File: src/rtl/evr_link_supervisor.sv
`default_nettype none
// ============================================================================
//  Module   : evr_link_supervisor
//  Purpose  : Link supervisor and reset sequencer for the EVR receive path.
//             It drives the GTX receive reset, waits for the transceiver to
//             report ready, and requires a run of clean commas before it
//             releases LocalReset to the timestamp decoder and trigger
//             channels. It re-sequences the link when commas stop, when
//             gtReady drops, or when too many code errors fall in one
//             error window. It also exports link status and error counters.
//
//  Ports    :
//    Clock        in   GTX rxusrclk2; the only clock
//    Reset        in   asynchronous, active-high
//    rxData       in   [15:8] data byte, [7:0] event byte
//    rxCharIsK    in   [1] K flag of data byte, [0] K flag of event byte
//    rxCodeErr    in   disparity / not-in-table error for this word
//    gtReady      in   GTX receive reset done
//    gtRxReset    out  reset request to the GTX receiver
//    LocalReset   out  reset to decoders and trigger channels
//    linkUp       out  high only while LOCKED
//    state        out  HOLD=0, WAIT_GT=1, ACQUIRE=2, LOCKED=3
//    errCount     out  saturating count of code errors seen while LOCKED
//    relockCount  out  saturating count of LOCKED -> HOLD transitions
//
//  Revision : 1.0  initial release
// ============================================================================
module evr_link_supervisor #(
   parameter int RESET_HOLD    = 256,
   parameter int GT_TIMEOUT    = 65536,
   parameter int COMMA_TIMEOUT = 1024,
   parameter int LOCK_COMMAS   = 16,
   parameter int ERR_LIMIT     = 8,
   parameter int ERR_WINDOW    = 4096
) (
   input  logic        Clock,
   input  logic        Reset,
   input  logic [15:0] rxData,
   input  logic [1:0]  rxCharIsK,
   input  logic        rxCodeErr,
   input  logic        gtReady,
   output logic        gtRxReset,
   output logic        LocalReset,
   output logic        linkUp,
   output logic [1:0]  state,
   output logic [15:0] errCount,
   output logic [7:0]  relockCount
);

   // ------------------------------------------------------------------------
   // State encoding
   // ------------------------------------------------------------------------
   localparam logic [1:0] ST_HOLD    = 2'd0;
   localparam logic [1:0] ST_WAIT_GT = 2'd1;
   localparam logic [1:0] ST_ACQUIRE = 2'd2;
   localparam logic [1:0] ST_LOCKED  = 2'd3;

   localparam logic [7:0] K28_5 = 8'hBC;

   // ------------------------------------------------------------------------
   // Counter widths and terminal values
   // ------------------------------------------------------------------------
   localparam int HOLD_W  = $clog2(RESET_HOLD + 1);
   localparam int GT_W    = $clog2(GT_TIMEOUT + 1);
   // The gap counter must be able to hold COMMA_TIMEOUT+1 without wrapping.
   localparam int GAP_W   = $clog2(COMMA_TIMEOUT + 2);
   localparam int COMMA_W = $clog2(LOCK_COMMAS + 1);
   localparam int WIN_W   = $clog2(ERR_WINDOW + 1);
   localparam int WERR_W  = $clog2(ERR_LIMIT + 1);

   localparam logic [HOLD_W-1:0]  HOLD_LAST  = HOLD_W'(RESET_HOLD - 1);
   localparam logic [GT_W-1:0]    GT_LAST    = GT_W'(GT_TIMEOUT - 1);
   localparam logic [GAP_W-1:0]   GAP_LAST   = GAP_W'(COMMA_TIMEOUT);
   localparam logic [COMMA_W-1:0] LOCK_LAST  = COMMA_W'(LOCK_COMMAS - 1);
   localparam logic [WIN_W-1:0]   WIN_LAST   = WIN_W'(ERR_WINDOW - 1);
   localparam logic [WERR_W-1:0]  ERR_REACH  = WERR_W'(ERR_LIMIT);
   localparam logic [WERR_W-1:0]  WERR_ONE   = WERR_W'(1);

   // ------------------------------------------------------------------------
   // Registers and next-state values
   // ------------------------------------------------------------------------
   logic [1:0]         state_nxt;
   logic [HOLD_W-1:0]  hold_cnt,   hold_nxt;
   logic [GT_W-1:0]    gt_cnt,     gt_nxt;
   logic [GAP_W-1:0]   gap_cnt,    gap_nxt;
   logic [COMMA_W-1:0] comma_cnt,  comma_nxt;
   logic [WIN_W-1:0]   win_cnt,    win_cnt_nxt;
   logic [WERR_W-1:0]  win_err,    win_err_nxt;
   logic               relock_evt;

   // ------------------------------------------------------------------------
   // Word classification
   // ------------------------------------------------------------------------
   logic is_comma;
   logic code_err;
   logic gap_expired;
   logic win_wrap;
   logic [WERR_W-1:0] win_err_upd;
   logic err_limit_hit;

   // The event byte content is irrelevant here; only its K flag matters.
   logic unused_event_byte;
   assign unused_event_byte = ^rxData[7:0];

   assign is_comma = rxCharIsK[1] && (rxData[15:8] == K28_5);

   // A K character in the event byte, or any K in the data byte that is not
   // K28.5, is treated as a code error. Coincident error sources count once.
   assign code_err = rxCodeErr
                   || rxCharIsK[0]
                   || (rxCharIsK[1] && (rxData[15:8] != K28_5));

   // The gap counter would step to COMMA_TIMEOUT+1 on this edge.
   assign gap_expired = !is_comma && (gap_cnt == GAP_LAST);

   assign win_wrap = (win_cnt == WIN_LAST);

   // An error in the wrap cycle belongs to the new window, so the wrap
   // restarts the count at the current cycle's error rather than at zero.
   always_comb begin
      win_err_upd = win_err;
      if (win_wrap) begin
         win_err_upd = code_err ? WERR_ONE : '0;
      end else if (code_err) begin
         win_err_upd = win_err + WERR_ONE;
      end
   end

   assign err_limit_hit = code_err && (win_err_upd == ERR_REACH);

   // ------------------------------------------------------------------------
   // Next-state logic
   // ------------------------------------------------------------------------
   always_comb begin
      state_nxt   = state;
      hold_nxt    = hold_cnt;
      gt_nxt      = gt_cnt;
      gap_nxt     = gap_cnt;
      comma_nxt   = comma_cnt;
      win_cnt_nxt = win_cnt;
      win_err_nxt = win_err;
      relock_evt  = 1'b0;

      case (state)
         ST_HOLD: begin
            // Everything downstream of HOLD starts from a clean slate.
            gt_nxt      = '0;
            gap_nxt     = '0;
            comma_nxt   = '0;
            win_cnt_nxt = '0;
            win_err_nxt = '0;
            if (hold_cnt == HOLD_LAST) begin
               hold_nxt  = '0;
               state_nxt = ST_WAIT_GT;
            end else begin
               hold_nxt = hold_cnt + 1'b1;
            end
         end

         ST_WAIT_GT: begin
            if (gtReady) begin
               state_nxt = ST_ACQUIRE;
               gt_nxt    = '0;
               gap_nxt   = '0;
               comma_nxt = '0;
            end else if (gt_cnt == GT_LAST) begin
               state_nxt = ST_HOLD;
               gt_nxt    = '0;
               hold_nxt  = '0;
            end else begin
               gt_nxt = gt_cnt + 1'b1;
            end
         end

         ST_ACQUIRE: begin
            gap_nxt = is_comma ? '0 : gap_cnt + 1'b1;
            if (!gtReady || gap_expired) begin
               state_nxt = ST_HOLD;
               hold_nxt  = '0;
               gap_nxt   = '0;
               comma_nxt = '0;
            end else if (code_err) begin
               // Lock requires an unbroken run of clean commas.
               comma_nxt = '0;
            end else if (is_comma) begin
               if (comma_cnt == LOCK_LAST) begin
                  state_nxt   = ST_LOCKED;
                  comma_nxt   = '0;
                  win_cnt_nxt = '0;
                  win_err_nxt = '0;
               end else begin
                  comma_nxt = comma_cnt + 1'b1;
               end
            end
         end

         ST_LOCKED: begin
            gap_nxt     = is_comma ? '0 : gap_cnt + 1'b1;
            win_cnt_nxt = win_wrap ? '0 : win_cnt + 1'b1;
            win_err_nxt = win_err_upd;
            // All three faults share one exit so a coincident pair still
            // produces a single relock.
            if (!gtReady || gap_expired || err_limit_hit) begin
               state_nxt   = ST_HOLD;
               relock_evt  = 1'b1;
               hold_nxt    = '0;
               gap_nxt     = '0;
               win_cnt_nxt = '0;
               win_err_nxt = '0;
            end
         end

         default: begin
            state_nxt = ST_HOLD;
            hold_nxt  = '0;
         end
      endcase
   end

   // ------------------------------------------------------------------------
   // Registers. Outputs are decoded from the next state so that they change
   // on the same edge as the state itself.
   // ------------------------------------------------------------------------
   always_ff @(posedge Clock or posedge Reset) begin
      if (Reset) begin
         state       <= ST_HOLD;
         hold_cnt    <= '0;
         gt_cnt      <= '0;
         gap_cnt     <= '0;
         comma_cnt   <= '0;
         win_cnt     <= '0;
         win_err     <= '0;
         gtRxReset   <= 1'b1;
         LocalReset  <= 1'b1;
         linkUp      <= 1'b0;
         errCount    <= '0;
         relockCount <= '0;
      end else begin
         state      <= state_nxt;
         hold_cnt   <= hold_nxt;
         gt_cnt     <= gt_nxt;
         gap_cnt    <= gap_nxt;
         comma_cnt  <= comma_nxt;
         win_cnt    <= win_cnt_nxt;
         win_err    <= win_err_nxt;
         gtRxReset  <= (state_nxt == ST_HOLD);
         LocalReset <= (state_nxt != ST_LOCKED);
         linkUp     <= (state_nxt == ST_LOCKED);

         // Errors are counted whenever they are sampled in LOCKED, including
         // the cycle that causes the exit.
         if ((state == ST_LOCKED) && code_err && (errCount != '1)) begin
            errCount <= errCount + 1'b1;
         end
         if (relock_evt && (relockCount != '1)) begin
            relockCount <= relockCount + 1'b1;
         end
      end
   end

endmodule
`default_nettype wire
File: config.mk
export PLATFORM = sky130hd
export DESIGN_NAME = evr_link_supervisor
export DESIGN_NICKNAME = d
export VERILOG_FILES = /design/src/rtl/evr_link_supervisor.sv
export SDC_FILE = /design/constraint.sdc
export NUM_CORES = 1
export LEC_CHECK = 0
export CAP_MARGIN = 30
export CORE_ASPECT_RATIO = 2
export CORE_UTILIZATION = 47
export CTS_CLUSTER_SIZE = 16
export DETAILED_ROUTE_END_ITERATION = 6
export PLACE_DENSITY = 0.78
export SYNTH_ARGS = -nofsm -noshare
export SYNTH_HDL_FRONTEND = slang
export SYNTH_SLANG_ARGS = --single-unit
File: constraint.sdc
create_clock -name Clock -period 3.67 [get_ports Clock]
set_clock_uncertainty 0.2 [all_clocks]
set_input_delay 0.734 -clock Clock [delete_from_list [all_inputs] [get_ports Clock]]
set_output_delay 0.734 -clock Clock [all_outputs]
set_load 0.05 [all_outputs]
==> results.sh, run 1 <==
export IMPL_status="finished clean"
export IMPL_hold_buffers=0
export IMPL_ant_nets=0
export IMPL_met3_usage=0.0429
export IMPL_max_freq_ghz=0.346
export IMPL_place_congestion=0.822
export IMPL_drt_pass1_iter_count=4
export IMPL_tns_ns=0
export IMPL_drive_gt1_frac=0.0991
export IMPL_finalCriticalPeriod_ns=2.89
export IMPL_ir_worst_vdd_uv=299
export IMPL_viasPerCell=5.95
export IMPL_drt_iter0_markers=307
export IMPL_cp_slowest_cell="clkdlybuf4s50_1"
export IMPL_max_slew_margin_rel=0.518
export IMPL_hold_depth=1
export IMPL_ys_warn_count=0
export IMPL_clkLatencyLatePin_ns=0.34
export IMPL_worst_pin_slew_ns=0.717
export IMPL_min_to="comma_cnt[4]"
export IMPL_fp_dieH_um=146
export IMPL_pin_count=51
export IMPL_finalHoldViolations=0
export IMPL_drt_wl_total_mm=11.6
export IMPL_antenna_found_initial=0
export IMPL_crit_type="in -> reg"
export IMPL_r2r_end="gap_cnt[10]"
export IMPL_use_met2=0.411
export IMPL_antenna_cells=0
export IMPL_slew_viol_final=0
export IMPL_multi_input_area_mm2=0.00254
export IMPL_die_w_um=73.9
export IMPL_first_global_vias=4273
export IMPL_synth_top_cell_area_share=0.443
export IMPL_cp_top_family="compound AO/OA/AOI/OAI gates"
export IMPL_grt_pass1_wl_mm=19.5
export IMPL_wl_per_cell_um=16.3
export IMPL_synth_largest_area_cell="dfrtp_1"
export IMPL_synth_flop_cell="dfrtp_1"
export IMPL_fin_area_mm2=0.00583
export IMPL_cts_htree_levels=3
export IMPL_crit_path_start="rxCharIsK[0]"
export IMPL_critPathMaxFanout=8
export IMPL_syn_area_per_cell_um2=9.45
export IMPL_clkTransAtPathRegs_ns=0.07
export IMPL_clockRootBuffer="clkbuf_16"
export IMPL_async_flop_share=1.00
export IMPL_grtUsageMet1=0.253
export IMPL_netlist_area_mm2=0.00486
export IMPL_cts_sinks=88
export IMPL_slowest_delay_ns=0.41
export IMPL_regToRegStartpoint="win_err[0]"
export IMPL_worstPathRequired_ns=3.74
export IMPL_p_per_area_mw_per_mm2=337
export IMPL_reg2regPathDepth=7
export IMPL_p_leak_uw=0.00254
export IMPL_area_delta_synth_final_pct=19.9
export IMPL_ys_seq_elements=88
export IMPL_final_nets=605
export IMPL_row_count=52
export IMPL_ys_types=64
export IMPL_top_usage_layer="met2"
export IMPL_grt_setup_unrepaired="false"
export IMPL_ff2ff_setup_slack_ns=0.80
export IMPL_netlist_top_cells_area="dfrtp_1, o21ai_0, nand3_1"
export IMPL_synth_edff_count=0
export IMPL_critPathBufInv=2
export IMPL_syn_instance_count=514
export IMPL_cts_buffer_depth=2
export IMPL_cts_resized_gates=0
export IMPL_seqCellArea_mm2=0.00220
export IMPL_end_kind="flip-flop"
export IMPL_fillCellCount=867
export IMPL_critical_path_arrival_ns=2.96
export IMPL_start_kind="primary input"
export IMPL_hold_start="comma_cnt[4]"
export IMPL_setup_violations=0
export IMPL_vias=4222
export IMPL_hold_path_class="reg -> reg"
export IMPL_fin_crit_sh=0.787
export IMPL_core_area_mm2=0.0101
export IMPL_synth_nets=549
export IMPL_grt_overflow_total=0
export IMPL_portBuffers=42
export IMPL_dieArea_mm2=0.0108
export IMPL_grt_max_degree=40
export IMPL_initial_utilization=0.482
export IMPL_crit_path_cell_trace="clkdlybuf4s50_1 > nor2_2 > and4_1 > o211ai_1 > o2bb2ai_1 > buf_4 > o41ai_1 > o2bb2ai_1"
export IMPL_cts_buffers=9
export IMPL_hpwlAfterDp_mm=8.40
export IMPL_ys_seq_area_frac=0.454
export IMPL_remaining_drc_errors=0
export IMPL_place_area_mm2=0.00553
export IMPL_cts_tree="done"
export IMPL_max_cap_violations=0
export IMPL_cpMostUsedCell="o2bb2ai_1"
export IMPL_postCtsSetupRepairBufs=0
export IMPL_track_usage=0.232
worst max path at each step:
stage | to | cells past startpoint
after floorplan | comma_cnt[0] | 1
after detailed placement | hold_cnt[5] | 7
after CTS | relockCount[7] | 7
final | win_cnt[11] | 8
after global placement | gap_cnt[7] | 7
after global routing | relockCount[7] | 7
metrics by stage:
| stage | util | hold WS, ns | std cells | worst slack (ns) | total power, uW |
|---|---|---|---|---|---|
| 4_1_cts | 0.578 | 0.283 | 710 | 0.803 | 1980 |
| 3_3_place_gp | 0.548 | 0.261 | 694 | 0.483 | 1040 |
| 6_report | 0.578 | 0.280 | 710 | 0.780 | 1960 |
| 3_5_place_dp | 0.548 | 0.269 | 694 | 0.456 | 1040 |
| 5_1_grt | 0.578 | 0.305 | 710 | 0.625 | 2020 |
| 2_1_floorplan | - | 0.242 | 514 | 0.461 | 1010 |
cell usage in the layout (no fill, tap or decap), drive strengths merged, types with 3 or more instances in the layout:
cell,synthesis,final
a211oi,3,3
a21o,7,7
a21oi,13,13
a22o,5,5
a31oi,5,5
and2,3,3
and3,13,13
and4,4,4
and4b,5,5
buf,1,14
clkbuf,10,9
clkdlybuf4s50,0,42
clkinv,0,4
dfrtp,86,86
ha,13,13
inv,19,21
mux2,3,3
nand2,47,47
nand2b,4,4
nand3,42,42
nand4,11,11
nor2,43,43
nor3,19,19
nor4,5,5
nor4b,3,3
o211ai,5,5
o21a,6,6
o21ai,54,54
o2bb2ai,3,3
o311ai,3,3
o31ai,6,6
o41ai,7,7
or2,4,4
or3,9,9
xnor2,10,10
xor2,18,18
report_power, final:
group	internal (uW)	leakage (uW)	switching, uW
Clock	536	0.000152	408
Combinational	18.2	0.00118	29.4
Sequential	969	0.00121	0
flip-flops by register name, indices dropped and copies added, names as in the netlist:
name	flops
LocalReset	1
comma_cnt	5
errCount	16
gap_cnt	11
gtRxReset	1
gt_cnt	17
hold_cnt	9
linkUp	1
relockCount	8
state	2
win_cnt	13
win_err	4
Yosys cell counts (all sizes together), types with 7 or more instances:
cell / instances
a21o: 7
a21oi: 13
and3: 13
clkbuf: 10
dfrtp: 86
ha: 13
inv: 19
nand2: 47
nand3: 42
nand4: 11
nor2: 43
nor3: 19
o21ai: 54
o41ai: 7
or3: 9
xnor2: 10
xor2: 18
worst reg2reg max path: stages (launching register included):
cell,delay (ns)
dfrtp_1,0.47
ha_1,0.30
and4b_1,0.25
o311ai_4,0.38
a2111oi_4,0.12
or3_1,0.56
or3_1,0.41
o21ai_0,0.09
cell families after synthesis:
logic type,synth area share
AOI/OAI and AO/OA,0.187
xor gates and xnor gates,0.0505
adders and majority gates,0.0335
DFF,0.454
and+or+nand+nor,0.245
buffers and inverters,0.0234
muxes,0.00695
routing by layer:
| metal | vias up | part of all wire |
|---|---|---|
| li1 | 2008 | - |
| met5 | - | 0 |
| met3 | 28 | 0.031 |
| met4 | 0 | 0.028 |
| met1 | 2076 | 0.38 |
| met2 | 110 | 0.56 |
cell type report:
class                   count  area share
clock buffers               9      0.0386
clock inverters             7      0.0133
inverters                  19      0.0125
multi-input cells         396       0.436
flip-flops and latches     88       0.378
well taps                 135      0.0290
repair buffers             56      0.0923
Power figures use the tool's default switching activity.
==> run 2: changes to the inputs <==
--- a/config.mk
+++ b/config.mk
@@ -10,7 +10,7 @@
 export CORE_UTILIZATION = 47
 export CTS_CLUSTER_SIZE = 16
 export DETAILED_ROUTE_END_ITERATION = 6
-export PLACE_DENSITY = 0.78
+export PLACE_DENSITY = 0.81
 export SYNTH_ARGS = -nofsm -noshare
 export SYNTH_HDL_FRONTEND = slang
 export SYNTH_SLANG_ARGS = --single-unit
==> constraint.sdc (replaced) <==
create_clock -name Clock -period 2.4 [get_ports Clock]
set_clock_uncertainty 0.2 [all_clocks]
set_input_delay 0.48 -clock Clock [delete_from_list [all_inputs] [get_ports Clock]]
set_output_delay 0.48 -clock Clock [all_outputs]
set_load 0.05 [all_outputs]
==> run 2 against run 1 <==
Compared with the run above: the run now ends with negative setup slack left; final cell count is 10% higher; hold slack improved by 0.0067 ns; core utilization grew 9.0 points; total power grew 56%; sequential power grew 53%; setup slack worse by 0.84 ns; clock-buffer cell count is the same; global-route usage rose by 3.6 points; critical endpoint is now gap_cnt[9]; largest cell class unchanged.
==> results.sh, run 2 (synthesis results as in run 1) <==
export IMPL_status="complete, but fails checks"
export IMPL_violations="negative setup slack"
export IMPL_place_congestion=0.900
export IMPL_hold_buffers=0
export IMPL_hold_path_class="in -> async"
export IMPL_power_frac_seq=0.484
export IMPL_cts_buffer_depth=2
export IMPL_place_ws_ns=-0.587
export IMPL_cts_sinks=88
export IMPL_max_freq_ghz=0.407
export IMPL_r2r_end="gap_cnt[9]"
export IMPL_drt_wl_total_mm=14.2
export IMPL_regToRegStartpoint="win_err[1]"
export IMPL_clkLatencyLatePin_ns=0.35
export IMPL_critPathMaxFanout=5
export IMPL_fin_crit_sh=1.02
export IMPL_remaining_drc_errors=0
export IMPL_cts_tree="done"
export IMPL_antenna_found_initial=0
export IMPL_worstPathRequired_ns=2.46
export IMPL_pin_count=51
export IMPL_grt_overflow_total=0
export IMPL_grt_pass1_wl_mm=22.3
export IMPL_portBuffers=42
export IMPL_layout_common_cells="dfrtp_1, buf_4, nand2_1, nand3_1, nor2_1"
export IMPL_largest_register_ffs=17
export IMPL_swShare=0.211
export IMPL_finalHoldViolations=0
export IMPL_grt_max_degree=37
export IMPL_vias=4716
export IMPL_fp_dieH_um=146
export IMPL_p_per_area_mw_per_mm2=455
export IMPL_initial_utilization=0.482
export IMPL_reg2regPathDepth=8
export IMPL_die_w_um=73.9
export IMPL_crit_type="reg -> reg"
export IMPL_final_common_cell="dfrtp_1"
export IMPL_drt_iter0_markers=354
export IMPL_cts_buffers=9
export IMPL_clockRootBuffer="clkbuf_16"
export IMPL_row_count=52
export IMPL_clkTransAtPathRegs_ns=0.06
export IMPL_max_slew_margin_rel=0.633
export IMPL_cts_htree_levels=3
export IMPL_p_leak_uw=0.00301
export IMPL_placed_cells=760
export IMPL_track_usage=0.268
export IMPL_max_cap_violations=0
export IMPL_drive_gt1_frac=0.265
export IMPL_p_int_uw=2420
export IMPL_dieArea_mm2=0.0108
export IMPL_finalWorstSetupSlack_ns=-0.0560
export IMPL_regMostFlops="gt_cnt"
export IMPL_final_nets=679
export IMPL_end_kind="flip-flop"
export IMPL_start_kind="flip-flop"
export IMPL_ir_worst_vdd_uv=423
export IMPL_top_regs="gt_cnt x17, errCount x16, win_cnt x13"
export IMPL_drt_pass1_iter_count=5
export IMPL_area_delta_synth_final_pct=38.6
export IMPL_viasPerCell=6.02
export IMPL_core_area_mm2=0.0101
export IMPL_worst_pin_slew_ns=0.549
export IMPL_finalCriticalPeriod_ns=2.46
export IMPL_ff2ff_setup_slack_ns=-0.06
export IMPL_pwr_share_clk=0.488
export IMPL_switchingPower_uw=646
export IMPL_combinationalPowerShare=0.029
export IMPL_wl_per_cell_um=18.1
export IMPL_setup_violations=11
export IMPL_fin_cells=783
export IMPL_antenna_cells=0
export IMPL_ant_nets=0
export IMPL_grt_setup_unrepaired="true"
export IMPL_slew_viol_final=0
export IMPL_hpwlAfterDp_mm=9.65
export IMPL_first_global_vias=4821
export IMPL_critical_path_arrival_ns=2.51
[run 2: changes by cell type in the layout (fill, tap and decap cells not counted), sizes merged]
cell	change
clkdlybuf4s50	-9
dlygate4sd2	+8
buf	+74
inv	-3
bufinv	+1
clkinv	-2
clkinvlp	+3
dlymetal6s2s	+1
[run 2: layout make-up]
cell class              instances  area, um^2
repair buffers                130        1130
multi-input cells             396        2850
well taps                     135         169
clock inverters                 6        85.1
flip-flops and latches         88        2210
inverters                      19        75.1
clock buffers                   9         225
fillers                       733        3350
[run 2: worst max-delay path, stage by stage (launching register included)]
cell	delay (ns)
dfrtp_1	0.41
ha_4	0.18
and4b_1	0.19
o311ai_4	0.40
a2111oi_4	0.09
buf_4	0.16
nor3_2	0.37
nand3_1	0.22
o311ai_4	0.12
[run 2: how the worst max path moves through the flow]
stage | endpoint | slack [ns] | startpoint
after detailed placement | errCount[10] | -0.59 | rxData[8]
after global placement | errCount[10] | -0.55 | rxData[8]
final | gap_cnt[9] | -0.06 | win_err[1]
after global routing | win_cnt[8] | -0.11 | comma_cnt[1]
after CTS | gap_cnt[4] | -0.04 | win_err[1]
after floorplan | relockCount[1] | 0.009 | rxData[8]
[run 2: stage by stage]
stage / hold WS [ns] / cell area, um^2 / power, uW / TNS (ns) / utilization
after floorplan: 0.242 / 4880 / 1540 / 0 / -
after global placement: 0.261 / 6050 / 1600 / -22.63 / 0.600
after detailed placement: 0.280 / 6050 / 1600 / -26.27 / 0.600
after CTS: 0.289 / 6530 / 3060 / -0.199 / 0.648
after global routing: 0.325 / 6740 / 3140 / -2.15 / 0.668
final: 0.287 / 6740 / 3070 / -0.277 / 0.668
[run 2: power groups by stage]
stage	logic (uW)	registers [uW]	clock network, uW
global route	98.4	1480	1560
global placement	86.8	1510	0
floorplan	33.7	1510	0
finish	87.9	1480	1500
detailed placement	88.0	1510	0
CTS	87.6	1480	1490
[run 2: repair_timing]
item	4_1_cts	5_1_grt
pin swaps	14	19
resized for setup	38	52
buffers inserted	5	4
endpoints found under the setup margin	48	49
[run 2: routing by layer]
metal / global-route usage / share of wire / routed length (um)
met2: 0.487 / 0.57 / 8070
met3: 0.0416 / 0.035 / 497
met1: 0.275 / 0.34 / 4850
met5: 0 / 0 / 0
met4: 0.153 / 0.055 / 775
==> run 3: changes to the inputs <==
--- a/config.mk
+++ b/config.mk
@@ -5,12 +5,13 @@
 export SDC_FILE = /design/constraint.sdc
 export NUM_CORES = 1
 export LEC_CHECK = 0
+export ABC_CLOCK_PERIOD_IN_PS = 2400
 export CAP_MARGIN = 30
 export CORE_ASPECT_RATIO = 2
-export CORE_UTILIZATION = 47
+export CORE_UTILIZATION = 52
 export CTS_CLUSTER_SIZE = 16
 export DETAILED_ROUTE_END_ITERATION = 6
-export PLACE_DENSITY = 0.81
+export PLACE_DENSITY = 0.87
 export SYNTH_ARGS = -nofsm -noshare
 export SYNTH_HDL_FRONTEND = slang
 export SYNTH_SLANG_ARGS = --single-unit
==> run 3 against run 2 <==
Compared with the run above: the run still ends with negative setup slack left; hold slack improved by 0.0028 ns; critical endpoint is now relockCount[1]; largest cell class unchanged; first-iteration DRC count rose by 31%; non-clock buffer count rose by 4.
==> results.sh, run 3 (synthesis results as in run 1) <==
export IMPL_p_leak_uw=0.00300
export IMPL_hpwlAfterDp_mm=9.54
export IMPL_first_global_vias=4877
export IMPL_p_int_uw=2250
export IMPL_top_regs="gt_cnt x17, errCount x16, win_cnt x13"
export IMPL_place_congestion=0.890
export IMPL_antenna_cells=0
export IMPL_regMostFlops="gt_cnt"
export IMPL_remaining_drc_errors=0
export IMPL_core_area_mm2=0.00901
export IMPL_power_frac_seq=0.515
export IMPL_ff2ff_setup_slack_ns=-0.07
export IMPL_grt_max_degree=89
export IMPL_antenna_found_initial=0
export IMPL_crit_type="reg -> reg"
export IMPL_grt_setup_unrepaired="true"
export IMPL_critPathMaxFanout=8
export IMPL_place_ws_ns=-0.558
export IMPL_max_slew_margin_rel=0.636
export IMPL_pin_count=51
export IMPL_hold_start="comma_cnt[4]"
export IMPL_cts_buffers=9
export IMPL_drt_iter0_markers=463
export IMPL_worstPathRequired_ns=2.43
export IMPL_worst_hold_slack_ns=0.290
export IMPL_track_usage=0.289
export IMPL_violations="negative setup slack"
export IMPL_status="complete, but fails checks"
export IMPL_grt_pass1_wl_mm=22.4
export IMPL_critical_path_arrival_ns=2.50
export IMPL_slowest_delay_ns=0.41
export IMPL_hold_path_class="reg -> reg"
export IMPL_finalWorstSetupSlack_ns=-0.0728
export IMPL_area_delta_synth_final_pct=36.3
export IMPL_place_area_mm2=0.00601
export IMPL_grt_overflow_total=0
export IMPL_p_per_area_mw_per_mm2=434
export IMPL_drive_gt1_frac=0.271
export IMPL_cp_slowest_cell="dfrtp_1"
export IMPL_pwr_share_clk=0.457
export IMPL_ant_nets=0
export IMPL_cts_sinks=88
export IMPL_final_common_cell="buf_4"
export IMPL_combinationalPowerShare=0.028
export IMPL_clockRootBuffer="clkbuf_16"
export IMPL_portBuffers=42
export IMPL_layout_common_cells="buf_4, dfrtp_1, nand2_1, o21ai_0, nand3_1"
export IMPL_min_to="comma_cnt[4]"
export IMPL_swShare=0.220
export IMPL_max_cap_violations=0
export IMPL_viasPerCell=6.48
export IMPL_fin_crit_sh=1.03
export IMPL_finalHoldViolations=0
export IMPL_switchingPower_uw=632
export IMPL_clkLatencyLatePin_ns=0.35
export IMPL_clkTransAtPathRegs_ns=0.06
export IMPL_hold_depth=1
export IMPL_slew_viol_final=0
export IMPL_cts_buffer_depth=2
export IMPL_crit_path_cell_trace="buf_4 > and4b_1 > o311ai_4 > a211oi_1 > buf_4 > o221ai_4 > mux2_4"
export IMPL_max_freq_ghz=0.404
export IMPL_reg2regPathDepth=7
export IMPL_grtUsageMet1=0.275
export IMPL_worst_pin_slew_ns=0.545
export IMPL_vias=4895
export IMPL_wl_per_cell_um=19.2
export IMPL_largest_register_ffs=17
export IMPL_regToRegStartpoint="win_err[1]"
export IMPL_die_w_um=70.4
export IMPL_r2r_end="relockCount[1]"
export IMPL_drt_pass1_iter_count=6
export IMPL_start_kind="flip-flop"
export IMPL_dieArea_mm2=0.00976
export IMPL_end_kind="flip-flop"
export IMPL_met3_usage=0.0487
export IMPL_tns_ns=-0.340
export IMPL_hold_buffers=0
export IMPL_fin_area_mm2=0.00663
export IMPL_use_met2=0.546
export IMPL_fp_dieH_um=139
export IMPL_cts_htree_levels=3
export IMPL_cts_tree="done"
export IMPL_cpMostUsedCell="buf_4"
export IMPL_utilization=0.735
export IMPL_ir_worst_vdd_uv=446
export IMPL_row_count=49
export IMPL_top_usage_layer="met2"
export IMPL_initial_utilization=0.539
export IMPL_setup_violations=12
export IMPL_drt_wl_total_mm=14.5
export IMPL_final_nets=683
export IMPL_finalCriticalPeriod_ns=2.47
## run 3: cell types whose count changed in the layout (fill, tap and decap cells not counted), moves of 3 or more
cell and change:
buf_4 +7, o21ai_0 +8, o21ai_1 -7, buf_6 -3
## run 3: final cells by class
type	instances	area [um^2]
inverters	19	75.1
multi-input cells	396	2810
clock inverters	4	27.5
fillers	534	2390
well taps	102	128
flip-flops and latches	88	2210
clock buffers	12	246
repair buffers	134	1130
## run 3: through the flow
stage | instances | power (uW)
2_1_floorplan | 514 | 1540
3_5_place_dp | 729 | 1590
6_report | 755 | 2880
3_3_place_gp | 729 | 1590
4_1_cts | 749 | 2890
5_1_grt | 755 | 2950
## run 3: worst max-delay path, delay by kind of cell (launching register included)
family	cells	cell delay, ns
compound gates	3	0.85
buf+inv	2	0.34
flops	1	0.41
mux	1	0.34
simple gates	1	0.23
## run 3: power groups by stage
| stage | combinational [uW] | clock, uW | sequential (uW) |
|---|---|---|---|
| finish | 79.8 | 1320 | 1480 |
| global route | 87.2 | 1380 | 1480 |
| floorplan | 33.7 | 0 | 1510 |
| detailed placement | 79.3 | 0 | 1510 |
| global placement | 77.4 | 0 | 1510 |
| CTS | 78.0 | 1330 | 1480 |
## run 3: per-layer routing
layer / part of all wire / wire [um]
met4: 0.062 / 902
met3: 0.047 / 687
met2: 0.55 / 8040
met5: 0 / 0
met1: 0.34 / 4880
## run 3: how the worst max path moves through the flow
stage	from	endpoint	slack (ns)	depth (start not counted)
finish	win_err[1]	relockCount[1]	-0.07	7
global route	win_err[1]	relockCount[1]	-0.11	7
CTS	win_err[1]	gap_cnt[6]	-0.06	7
detailed placement	rxData[8]	hold_cnt[5]	-0.56	7
global placement	rxData[8]	hold_cnt[7]	-0.45	7
floorplan	rxData[8]	relockCount[1]	0.009	6
## run 3: what timing repair did
item,4_1_cts,5_1_grt
resized for setup,32,45
setup buffers,4,5
cloned,0,1
endpoints found under the setup margin,43,54
pin swaps,13,13
